===== config.mk =====
export PLATFORM = sky130hd
export DESIGN_NAME = udma_adc_ts_cfg_master_flat
export DESIGN_NICKNAME = d
export VERILOG_FILES = /design/src/rtl/udma_adc_ts_cfg_pkg.sv /design/src/rtl/udma_adc_ts_cfg_if.sv /design/src/rtl/udma_adc_ts_poll_timer.sv /design/src/rtl/udma_adc_ts_cfg_master.sv /design/src/flat_wrapper.sv
export SDC_FILE = /design/constraint.sdc
export NUM_CORES = 1
export LEC_CHECK = 0
export BUFFER_PORTS_ARGS = -buffer_cell sky130_fd_sc_hd__buf_2
export CAP_MARGIN = 20
export CORE_MARGIN = 10
export CORE_UTILIZATION = 52
export DETAILED_ROUTE_END_ITERATION = 8
export PLACE_DENSITY_LB_ADDON = 0.1
export SLEW_MARGIN = 30
export SYNTH_ARGS = -nofsm -noshare
export SYNTH_HDL_FRONTEND = slang
export SYNTH_SLANG_ARGS = --single-unit

===== constraint.sdc =====
create_clock -name clk_i -period 3.3 [get_ports clk_i]
set_input_delay 0.495 -clock clk_i [delete_from_list [all_inputs] [get_ports clk_i]]
set_output_delay 0.495 -clock clk_i [all_outputs]
set_load 0.02 [all_outputs]

===== src/rtl/udma_adc_ts_cfg_pkg.sv =====
// udma_adc_ts_cfg_pkg
// Shared definitions for the uDMA ADC timestamp cfg-bus initiator:
// register word addresses, CFG register bit positions, FSM state encoding
// and the packed bus-request record decoded by the master FSM.
// Ports: none (package).
package udma_adc_ts_cfg_pkg;

   localparam logic [4:0] REG_SADDR = 5'h00;
   localparam logic [4:0] REG_SIZE  = 5'h01;
   localparam logic [4:0] REG_CFG   = 5'h02;
   localparam logic [4:0] REG_PEND  = 5'h04;

   localparam int unsigned CFG_CLR_BIT  = 5;
   localparam int unsigned CFG_EN_BIT   = 4;
   localparam int unsigned CFG_CONT_BIT = 0;

   typedef enum logic [2:0] {
      ST_IDLE,
      ST_WR_SADDR,
      ST_WR_SIZE,
      ST_WR_CFG,
      ST_POLL_WAIT,
      ST_RD_PEND,
      ST_RD_CFG,
      ST_WR_CLR
   } state_e;

   typedef struct packed {
      logic        valid;
      logic        rwn;
      logic [4:0]  addr;
      logic [31:0] data;
   } cfg_req_t;

   // States that present a request on the cfg bus.
   function automatic logic is_access(state_e s);
      return (s != ST_IDLE) && (s != ST_POLL_WAIT);
   endfunction

endpackage


===== src/rtl/udma_adc_ts_cfg_if.sv =====
// udma_adc_ts_cfg_if
// Cfg-bus between the timestamp-channel initiator and its responder.
// Signals: valid/rwn/addr/wdata driven by the master; rdata/ready by the
// slave. rdata is only meaningful in the handshake cycle (valid & ready).
interface udma_adc_ts_cfg_if;
   logic        valid;
   logic        rwn;
   logic [4:0]  addr;
   logic [31:0] wdata;
   logic [31:0] rdata;
   logic        ready;

   modport master (output valid, rwn, addr, wdata, input rdata, ready);
   modport slave  (input valid, rwn, addr, wdata, output rdata, ready);
endinterface


===== src/rtl/udma_adc_ts_poll_timer.sv =====
// udma_adc_ts_poll_timer
// Loadable down-counter that stops at zero.
// Ports: clk_i, rst_i (sync, active-high), load_i (load load_val_i this
// edge), load_val_i, zero_o (count is 0).
module udma_adc_ts_poll_timer #(
   parameter int W = 8
) (
   input  logic         clk_i,
   input  logic         rst_i,
   input  logic         load_i,
   input  logic [W-1:0] load_val_i,
   output logic         zero_o
);

   logic [W-1:0] cnt_q;

   always_ff @(posedge clk_i) begin
      if (rst_i)              cnt_q <= '0;
      else if (load_i)        cnt_q <= load_val_i;
      else if (cnt_q != '0)   cnt_q <= cnt_q - 1'b1;
   end

   assign zero_o = (cnt_q == '0);

endmodule


===== src/rtl/udma_adc_ts_cfg_master.sv =====
// udma_adc_ts_cfg_master
// Cfg-bus initiator for the uDMA ADC timestamp channel. A start command
// writes SADDR, SIZE and CFG, then PEND is polled every POLL_CYCLES clocks;
// polled counts accumulate (saturating) into evt_total_o and the CFG en/pend
// bits are mirrored. A stop command clears the channel and drains PEND once.
// Ports: clk_i, rst_i (sync, active-high); cmd_* one-beat command handshake;
// cfg (udma_adc_ts_cfg_if.master) register bus; busy_o/done_o FSM status;
// evt_total_o/evt_delta_o/evt_valid_o poll results; stat_en_o/stat_pend_o
// mirrored CFG bits; err_o bus timeout pulse.
// Optional feature macro: ADC_TS_CFG_TIMEOUT_EN (16-cycle bus watchdog).
module udma_adc_ts_cfg_master
   import udma_adc_ts_cfg_pkg::*;
#(
   parameter int L2_AWIDTH_NOAL = 12,
   parameter int TRANS_SIZE     = 16,
   parameter int POLL_CYCLES    = 256,
   parameter int ACC_WIDTH      = 32
) (
   input  logic                      clk_i,
   input  logic                      rst_i,
   input  logic                      cmd_valid_i,
   output logic                      cmd_ready_o,
   input  logic                      cmd_start_i,
   input  logic [L2_AWIDTH_NOAL-1:0] cmd_saddr_i,
   input  logic [TRANS_SIZE-1:0]     cmd_size_i,
   input  logic                      cmd_continuous_i,
   output logic                      busy_o,
   output logic                      done_o,
   udma_adc_ts_cfg_if.master         cfg,
   output logic [ACC_WIDTH-1:0]      evt_total_o,
   output logic [TRANS_SIZE-3:0]     evt_delta_o,
   output logic                      evt_valid_o,
   output logic                      stat_en_o,
   output logic                      stat_pend_o,
   output logic                      err_o
);

   localparam int TW = (POLL_CYCLES > 2) ? $clog2(POLL_CYCLES) : 1;

   state_e                      state_q, state_d;
   cfg_req_t                    req;
   logic [L2_AWIDTH_NOAL-1:0]   saddr_q;
   logic [TRANS_SIZE-1:0]       size_q;
   logic                        cont_q, stop_q;
   logic [ACC_WIDTH-1:0]        total_q;
   logic [TRANS_SIZE-3:0]       delta_q, pend_cnt;
   logic [ACC_WIDTH:0]          acc_sum;
   logic                        evt_valid_q, done_q, stat_en_q, stat_pend_q;
   logic                        hs, tmr_zero, tmr_load, timeout, start_acc;
   logic                        rdata_unused;

   assign hs        = req.valid & cfg.ready;
   assign start_acc = (state_q == ST_IDLE) & cmd_valid_i & cmd_start_i;
   assign pend_cnt  = cfg.rdata[TRANS_SIZE-3:0];
   assign acc_sum   = {1'b0, total_q} + {{(ACC_WIDTH+3-TRANS_SIZE){1'b0}}, pend_cnt};
   assign rdata_unused = ^cfg.rdata;

`ifdef ADC_TS_CFG_TIMEOUT_EN
   // Counts consecutive stalled request cycles; any handshake or leaving the
   // access states clears it.
   logic       stall;
   logic [3:0] wdog_q;
   logic       err_q;

   assign stall   = is_access(state_q) & ~cfg.ready;
   assign timeout = stall & (wdog_q == 4'hF);

   always_ff @(posedge clk_i) begin
      if (rst_i || !stall) wdog_q <= '0;
      else                 wdog_q <= wdog_q + 1'b1;
      if (rst_i)           err_q  <= 1'b0;
      else                 err_q  <= timeout;
   end
   assign err_o = err_q;
`else
   assign timeout = 1'b0;
   assign err_o   = 1'b0;
`endif

   // Timer is reloaded on every entry into POLL_WAIT so the poll interval is
   // measured from the end of the previous access.
   assign tmr_load = (state_d == ST_POLL_WAIT) && (state_q != ST_POLL_WAIT);

   udma_adc_ts_poll_timer #(.W(TW)) u_poll_timer (
      .clk_i      (clk_i),
      .rst_i      (rst_i),
      .load_i     (tmr_load),
      .load_val_i (TW'(POLL_CYCLES-1)),
      .zero_o     (tmr_zero)
   );

   always_ff @(posedge clk_i) begin
      if (rst_i) state_q <= ST_IDLE;
      else       state_q <= state_d;
   end

   always_comb begin
      state_d     = state_q;
      req         = '0;
      cmd_ready_o = 1'b0;
      case (state_q)
         ST_IDLE: begin
            cmd_ready_o = 1'b1;
            if (start_acc) state_d = ST_WR_SADDR;
         end
         ST_WR_SADDR: begin
            req = '{valid: 1'b1, rwn: 1'b0, addr: REG_SADDR, data: 32'(saddr_q)};
            if (cfg.ready) state_d = ST_WR_SIZE;
         end
         ST_WR_SIZE: begin
            req = '{valid: 1'b1, rwn: 1'b0, addr: REG_SIZE, data: 32'(size_q)};
            if (cfg.ready) state_d = ST_WR_CFG;
         end
         ST_WR_CFG: begin
            req.valid              = 1'b1;
            req.addr               = REG_CFG;
            req.data[CFG_EN_BIT]   = 1'b1;
            req.data[CFG_CONT_BIT] = cont_q;
            if (cfg.ready) state_d = ST_POLL_WAIT;
         end
         ST_POLL_WAIT: begin
            cmd_ready_o = ~cmd_start_i;
            // Stop takes priority over an expiring poll timer.
            if (cmd_valid_i && !cmd_start_i) state_d = ST_WR_CLR;
            else if (tmr_zero)               state_d = ST_RD_PEND;
         end
         ST_RD_PEND: begin
            req.valid = 1'b1;
            req.rwn   = 1'b1;
            req.addr  = REG_PEND;
            if (cfg.ready) state_d = stop_q ? ST_IDLE : ST_RD_CFG;
         end
         ST_RD_CFG: begin
            req.valid = 1'b1;
            req.rwn   = 1'b1;
            req.addr  = REG_CFG;
            if (cfg.ready) begin
               if (!cont_q && !cfg.rdata[CFG_EN_BIT] && !cfg.rdata[CFG_CLR_BIT])
                  state_d = ST_IDLE;
               else
                  state_d = ST_POLL_WAIT;
            end
         end
         ST_WR_CLR: begin
            req.valid             = 1'b1;
            req.addr              = REG_CFG;
            req.data[CFG_CLR_BIT] = 1'b1;
            if (cfg.ready) state_d = ST_RD_PEND;
         end
         default: state_d = ST_IDLE;
      endcase
      if (timeout) state_d = ST_IDLE;
   end

   always_ff @(posedge clk_i) begin
      if (rst_i) begin
         saddr_q     <= '0;
         size_q      <= '0;
         cont_q      <= 1'b0;
         stop_q      <= 1'b0;
         total_q     <= '0;
         delta_q     <= '0;
         evt_valid_q <= 1'b0;
         done_q      <= 1'b0;
         stat_en_q   <= 1'b0;
         stat_pend_q <= 1'b0;
      end else begin
         evt_valid_q <= 1'b0;
         done_q      <= (state_d == ST_IDLE) && (state_q != ST_IDLE);
         if (start_acc) begin
            saddr_q <= cmd_saddr_i;
            size_q  <= cmd_size_i;
            cont_q  <= cmd_continuous_i;
            stop_q  <= 1'b0;
            total_q <= '0;
            delta_q <= '0;
         end
         if (state_q == ST_WR_CLR) stop_q <= 1'b1;
         if (hs && state_q == ST_RD_PEND) begin
            delta_q     <= pend_cnt;
            total_q     <= acc_sum[ACC_WIDTH] ? '1 : acc_sum[ACC_WIDTH-1:0];
            evt_valid_q <= |pend_cnt;
         end
         if (hs && state_q == ST_RD_CFG) begin
            stat_en_q   <= cfg.rdata[CFG_EN_BIT];
            stat_pend_q <= cfg.rdata[CFG_CLR_BIT];
         end
      end
   end

   assign cfg.valid   = req.valid;
   assign cfg.rwn     = req.rwn;
   assign cfg.addr    = req.addr;
   assign cfg.wdata   = req.data;
   assign busy_o      = (state_q != ST_IDLE);
   assign done_o      = done_q;
   assign evt_total_o = total_q;
   assign evt_delta_o = delta_q;
   assign evt_valid_o = evt_valid_q;
   assign stat_en_o   = stat_en_q;
   assign stat_pend_o = stat_pend_q;

endmodule


===== src/flat_wrapper.sv =====
// flat-port wrapper written by rule: the top's interface ports become plain ports
module udma_adc_ts_cfg_master_flat import udma_adc_ts_cfg_pkg::*;
#(
   parameter int L2_AWIDTH_NOAL = 12,
   parameter int TRANS_SIZE     = 16,
   parameter int POLL_CYCLES    = 256,
   parameter int ACC_WIDTH      = 32
)
  (clk_i, rst_i, cmd_valid_i, cmd_ready_o, cmd_start_i, cmd_saddr_i, cmd_size_i, cmd_continuous_i, busy_o, done_o, evt_total_o, evt_delta_o, evt_valid_o, stat_en_o, stat_pend_o, err_o, cfg_valid, cfg_rwn, cfg_addr, cfg_wdata, cfg_rdata, cfg_ready);
  udma_adc_ts_cfg_if cfg_i ();
  input  logic clk_i;
  input  logic rst_i;
  input  logic cmd_valid_i;
  output logic cmd_ready_o;
  input  logic cmd_start_i;
  input  logic [L2_AWIDTH_NOAL-1:0] cmd_saddr_i;
  input  logic [TRANS_SIZE-1:0] cmd_size_i;
  input  logic cmd_continuous_i;
  output logic busy_o;
  output logic done_o;
  output logic [ACC_WIDTH-1:0] evt_total_o;
  output logic [TRANS_SIZE-3:0] evt_delta_o;
  output logic evt_valid_o;
  output logic stat_en_o;
  output logic stat_pend_o;
  output logic err_o;
  output wire logic [$bits(cfg_i.valid)-1:0] cfg_valid;
  output wire logic [$bits(cfg_i.rwn)-1:0] cfg_rwn;
  output wire logic [$bits(cfg_i.addr)-1:0] cfg_addr;
  output wire logic [$bits(cfg_i.wdata)-1:0] cfg_wdata;
  input wire logic [$bits(cfg_i.rdata)-1:0] cfg_rdata;
  input wire logic [$bits(cfg_i.ready)-1:0] cfg_ready;
  assign cfg_valid = cfg_i.valid;
  assign cfg_rwn = cfg_i.rwn;
  assign cfg_addr = cfg_i.addr;
  assign cfg_wdata = cfg_i.wdata;
  assign cfg_i.rdata = cfg_rdata;
  assign cfg_i.ready = cfg_ready;
  udma_adc_ts_cfg_master #(.L2_AWIDTH_NOAL(L2_AWIDTH_NOAL), .TRANS_SIZE(TRANS_SIZE), .POLL_CYCLES(POLL_CYCLES), .ACC_WIDTH(ACC_WIDTH)) u_core (.clk_i(clk_i), .rst_i(rst_i), .cmd_valid_i(cmd_valid_i), .cmd_ready_o(cmd_ready_o), .cmd_start_i(cmd_start_i), .cmd_saddr_i(cmd_saddr_i), .cmd_size_i(cmd_size_i), .cmd_continuous_i(cmd_continuous_i), .busy_o(busy_o), .done_o(done_o), .cfg(cfg_i), .evt_total_o(evt_total_o), .evt_delta_o(evt_delta_o), .evt_valid_o(evt_valid_o), .stat_en_o(stat_en_o), .stat_pend_o(stat_pend_o), .err_o(err_o));
endmodule

* Word-level counts from Yosys, hierarchy flattened
Index checks and enable logic that the tools add are counted.
Word-level totals: memories 0, bits in latches 0, ROM bits 0, bits in writable memories 0, input port bits 66, bits in registers 91, output and inout bits 92, logic and storage cells 82
Operators by class: $lt $le $gt $ge 0, mux-type cells 30, reduce and logical (&&, ||, !) cells 24, div/mod/pow operators 0, eq/ne operators 9, bitwise gates (word level) 5, add/sub/neg operators 2, multipliers 0, shift-type cells 0
Operators by type and width (number):
- two-way mux 32 bit | 3
- adder 32 x 14 -> 33 bit | 1
- two-way mux 3 bit | 11
- two-way mux 14 bit | 2
- one-hot mux 3 bit (8 select lines) | 1
- one-hot mux 10 bit (2 select lines) | 1
- two-way mux 8 bit | 2
- equality test 3 bit (second input constant) | 5
- OR reduction 14 bit | 1
- one-hot mux 1 bit (3 select lines) | 3
- one-hot mux 3 bit (3 select lines) | 1
- zero test 8 bit | 1
- nonzero test 8 bit | 1
- subtractor 8 x 1 -> 8 bit (second input constant) | 1
- logical AND 1 bit | 7
- equality test 3 x 2 -> 1 bit (second input constant) | 2
- zero test 3 bit | 2
- one-hot mux 3 bit (2 select lines) | 1
- nonzero test 2 bit | 3
- OR reduction 6 bit | 1
- zero test 1 bit | 4
- two-way mux 1 bit | 4
- OR reduction 2 bit | 2
- AND 1 bit | 3
- other kinds (6) | 7

* Longest topological paths before layout
depth in word-level cells 9, depth in mapped cells 9, mapped depth without buffers 8

* Hierarchy
From an unflattened synthesis, not the netlist that was laid out.
Unflattened totals: cell total of the unflattened synthesis 642, area total of the unflattened synthesis 5088.6 um^2
By module, submodules not included:
- udma_adc_ts_cfg_master | seq. area each 1661.6 um^2, cells an instance 589, times used 1, area each 4613.2 um^2
- udma_adc_ts_poll_timer | seq. area each 160.2 um^2, cells an instance 53, times used 1, area each 475.5 um^2

* Least setup slack after synthesis
No wires, ideal clock.
path type in2reg, start in cfg_rdata[0], end reg u_core.total_q[17] (netlist: u_core.evt_total_o[17]), library setup time 0.122 ns, path slack 0.747 ns, path buffers 1, stages on the path 8, arrival 2.431 ns, required time 3.178 ns, path through ha_1 > fa_1 > a21o_1 > a221oi_2 > a211o_4 > a211oi_4 > buf_6 > a221o_1
Between the ends: cells in the longest elaborated chain, start to end 3
Ends and longest elaborated chain:
- from (decl) | line flat_wrapper.sv:31 | input wire logic [$bits(cfg_i.rdata)-1:0] cfg_rdata;
- adder 32 x 14 -> 33 bit | line udma_adc_ts_cfg_master.sv:55 | assign acc_sum = {1'b0, total_q} + {{(ACC_WIDTH+3-TRANS_SIZE){1'b0}}, pend_cnt};
- two-way mux 32 bit | line udma_adc_ts_cfg_master.sv:181 | total_q <= acc_sum[ACC_WIDTH] ? '1 : acc_sum[ACC_WIDTH-1:0];
- two-way mux 32 bit | line udma_adc_ts_cfg_master.sv:179 | if (hs && state_q == ST_RD_PEND) begin
- to (signal assigned) | line udma_adc_ts_cfg_master.sv:181
- to (decl) | line udma_adc_ts_cfg_master.sv:45 | logic [ACC_WIDTH-1:0] total_q;
No other way between the ends. A chain may end at the register's enable or synchronous reset.

* Worst setup path after layout
start reg u_core.total_q[7] (netlist: u_core.evt_total_o[7]), end reg u_core.total_q[21] (netlist: u_core.evt_total_o[21])
Between the ends: cells in the longest elaborated chain, start to end 3
Ends and longest elaborated chain (line):
- adder 32 x 14 -> 33 bit | udma_adc_ts_cfg_master.sv:55
- two-way mux 32 bit | udma_adc_ts_cfg_master.sv:181
- two-way mux 32 bit | udma_adc_ts_cfg_master.sv:179
No other way between the ends.

==> summary.md <==
| Metric | Value |
|---|---|
| Status | `complete, no violations` |
| Fin. max-slew vios | `0` |
| Largest stage delay, worst path | `0.80 ns` |
| Total negative slack | `0 ns` |
| Final setup margin | `0.396 ns` |
| Crit path max-delay cell type | `a211oi_4` |
| Post-Synthesis Cell Area | `4990 um2` |
| DR vias/cell | `5.68` |
| Worst VDD drop | `0.268 mV` |
| R2R Path End | `u_core.evt_total_o[21]$_SDFFE_PP0P_` |
| Io pins | `158` |
| Fmax | `344 MHz` |
| Inserted Clock Buffers | `9` |
| Pre-CTS setup slack | `0.106 ns` |
| Top_reg_cell synth | `dfxtp_1` |
| Synth unique cells | `72` |
| Largest area contributor in the netlist | `dfxtp_1` |
| Final worst path period share | `0.880` |
| CTS tree | `built` |
| Clock root buffer | `clkbuf_8` |
| Antenna Cells | `0` |
| Largest net degree at the start of global routing | `51` |
| Chip height | `118 um` |
| Die ar. | `13900 um2` |
| Commonest non-fill, non-tap cells in the layout | `buf_2 (120), nand2_1 (102), dfxtp_1 (91)` |
| Share of the synthesized area in the top cell type | `0.365` |
| Warnings from Yosys | `0` |
| Gpl congestion | `0.896` |
| R2R Setup Slk | `0.40 ns` |
| Final Skew | `0.0141 ns` |
| Crit path time final | `2.90 ns` |
| Most common cell after layout, fill and taps aside | `buf_2` |
| Hold Slack | `0.348 ns` |
| Clock Sinks | `91` |
| Antenna Violating Nets Remaining | `0` |
| Number of synthesized flops with an enable pin | `0` |
| Post-route DRC | `0` |
| First-pass DRT Iterations | `5` |
| Hold Vio Cnt, Final | `0` |
| Total vias in the final route | `4856` |
| Worst path top cell family by delay | `compound AO/OA/AOI/OAI gates` |
| GR Overflow Total | `0` |
| PD cells | `427 nW/um2` |
| Hold Path Sink | `u_core.size_q[10]$_SDFFE_PP0P_` |
| Core area | `9280 um2` |
| CTS max path bufs | `2` |
| Slew margin rel. | `0.386` |
| Seq/Total Area, Yosys | `0.365` |
| Placed Cells | `839` |
| Layout Cells excl Fill | `855` |
| # Post-CTS Setup Buffers | `0` |
| Syn Inst Count | `616` |
| Layout cell share with drive strength beyond 1 | `0.230` |
| Area Overhead vs Synth | `16.4%` |
| Ys async rst share | `0` |
| Reg2Reg Launch Point | `u_core.evt_total_o[7]$_SDFFE_PP0P_` |
| Power Total | `2.48 mW` |
| WL/cell | `16.4 um` |
| Placed wire-length estimate | `10300 um` |
| Leakage | `2.52 nW` |
| Die extent in x | `118 um` |
| Port buffer count | `120` |
| Unrepaired setup endpoints after global routing | `no` |
| Worst Path Required | `3.56 ns` |
| Cell Chain, Critical Path | `ha_1 > o21ai_0 > a2bb2o_4 > a211o_4 > a211oi_4 > nand2_1 > o311ai_0` |
| Worst-path clk slew | `0.11 ns` |
| Depth of the most critical reg-to-reg path | `7` |
| CP Class | `reg -> reg` |
| Average cell area after synthesis | `8.10 um2` |
| FP Rows | `35` |
| Hold Path Origin | `cmd_size_i[10]` |
| Layout Nets | `803` |
| Vias in the first global route | `4758` |
| H-tree depth | `3` |
| Initial core utilization | `0.537` |
| Final setup vio count | `0` |
| Top cells by area, synth | `dfxtp_1 (37%), nand2_1 (7.7%), a21oi_1 (6.1%), o21ai_0 (4.6%), ha_1 (3.8%)` |
| Hold Path Cell Cnt | `3` |
| Worst Tran Pin Value | `0.918 ns` |
| Worst Path Arrival | `3.16 ns` |
| Crit-path max FO | `22` |
| Synth Register Bits | `91` |
| HP Class | `in -> reg` |
| Post-CTS sizing | `0` |
| Kind of end point of the critical path | `flip-flop` |
| Post-CTS Hold Buffers | `0` |
| Initial antenna violation count | `0` |
| Total Wirelength | `14000 um` |
| First-pass GRT wire length | `23400 um` |
| Gr usage total | `0.194` |
| Worst Path Buf+Inv | `0` |
| Startpoint types | `flip-flop` |
| Worst skew pair latency | `0.37 ns` |
| # Max-Cap Violations | `0` |
| First DRT Iteration DRCs | `369` |
## routing by layer
metal  part of all wire  up-vias  track usage  wire length (um)
li1                   -     2393            -                 -
met1               0.45     2267        0.244              6270
met2               0.47      179        0.315              6620
met3              0.068       17       0.0585               957
met4              0.012        0       0.0487               172
met5                  0        -            0                 0
## cell type report
class / count / area, um2
clock buffer: 9 / 124
clock inverter: 7 / 81.3
fill: 848 / 3470
inverter: 19 / 71.3
multi-input combinational: 469 / 2870
sequential: 91 / 1820
tap: 129 / 161
timing repair buffer: 131 / 683
## cells by family (layout without fill, tap and decap cells)
group	count (synthesis)	count (layout)	share of synthesized area
compound gates	202	202	0.279
xor+xnor	17	17	0.0298
fa+ha+maj	16	16	0.0416
buf+inv	74	166	0.0747
flops	91	91	0.365
mux	3	3	0.00602
other cells	1	19	0.000752
simple gates	212	212	0.203
## synthesized netlist by cell type, types with 12 or more instances
cell	count
nand2_1	102
a22oi_1	12
inv_1	19
a22o_1	15
nand3_1	13
ha_1	15
clkbuf_1	23
o21ai_0	46
a21oi_1	61
nor2_1	30
buf_4	20
dfxtp_1	91
## registers in the layout (all words and copies together), names as in the netlist
signal,flops
u_core.stop_q,1
u_core.evt_valid_o,1
u_core.evt_delta_o,14
u_core.stat_en_o,1
u_core.u_poll_timer.cnt_q,8
u_core.stat_pend_o,1
u_core.cont_q,1
u_core.saddr_q,12
u_core.done_o,1
u_core.size_q,16
u_core.evt_total_o,32
u_core.state_q,3
## metrics by stage
step | cell area [um2] | util
2_1_floorplan | 5060 | -
3_3_place_gp | 5610 | 0.604
3_5_place_dp | 5610 | 0.604
4_1_cts | 5810 | 0.626
5_1_grt | 5810 | 0.626
6_report | 5810 | 0.626
## worst max path at each step
| stage | start | to | slack (ns) | cells past startpoint |
|---|---|---|---|---|
| 6_report | u_core.evt_total_o[7]$_SDFFE_PP0P_ | u_core.evt_total_o[21]$_SDFFE_PP0P_ | 0.40 | 7 |
| 5_1_grt | u_core.evt_total_o[7]$_SDFFE_PP0P_ | u_core.evt_total_o[20]$_SDFFE_PP0P_ | 0.16 | 7 |
| 4_1_cts | u_core.evt_total_o[7]$_SDFFE_PP0P_ | u_core.evt_total_o[21]$_SDFFE_PP0P_ | 0.39 | 7 |
| 3_5_place_dp | cfg_rdata[13] | u_core.evt_total_o[21]$_SDFFE_PP0P_ | 0.11 | 8 |
| 3_3_place_gp | cfg_rdata[13] | u_core.evt_total_o[20]$_SDFFE_PP0P_ | 0.16 | 8 |
| 2_1_floorplan | cfg_rdata[0] | u_core.evt_total_o[17]$_SDFFE_PP0P_ | 0.75 | 8 |
## tightest hold or removal path, cell delays in order
cell and delay [ns]:
buf_2 0.09, nand2_1 0.04, a21oi_1 0.05
## where the power goes
part	switching, mW	internal (mW)	leakage, nW
clock network	0.436	0.361	0.0944
registers	0.0536	1.16	0.738
logic	0.277	0.192	1.69
(Power assumes the default switching activity.)
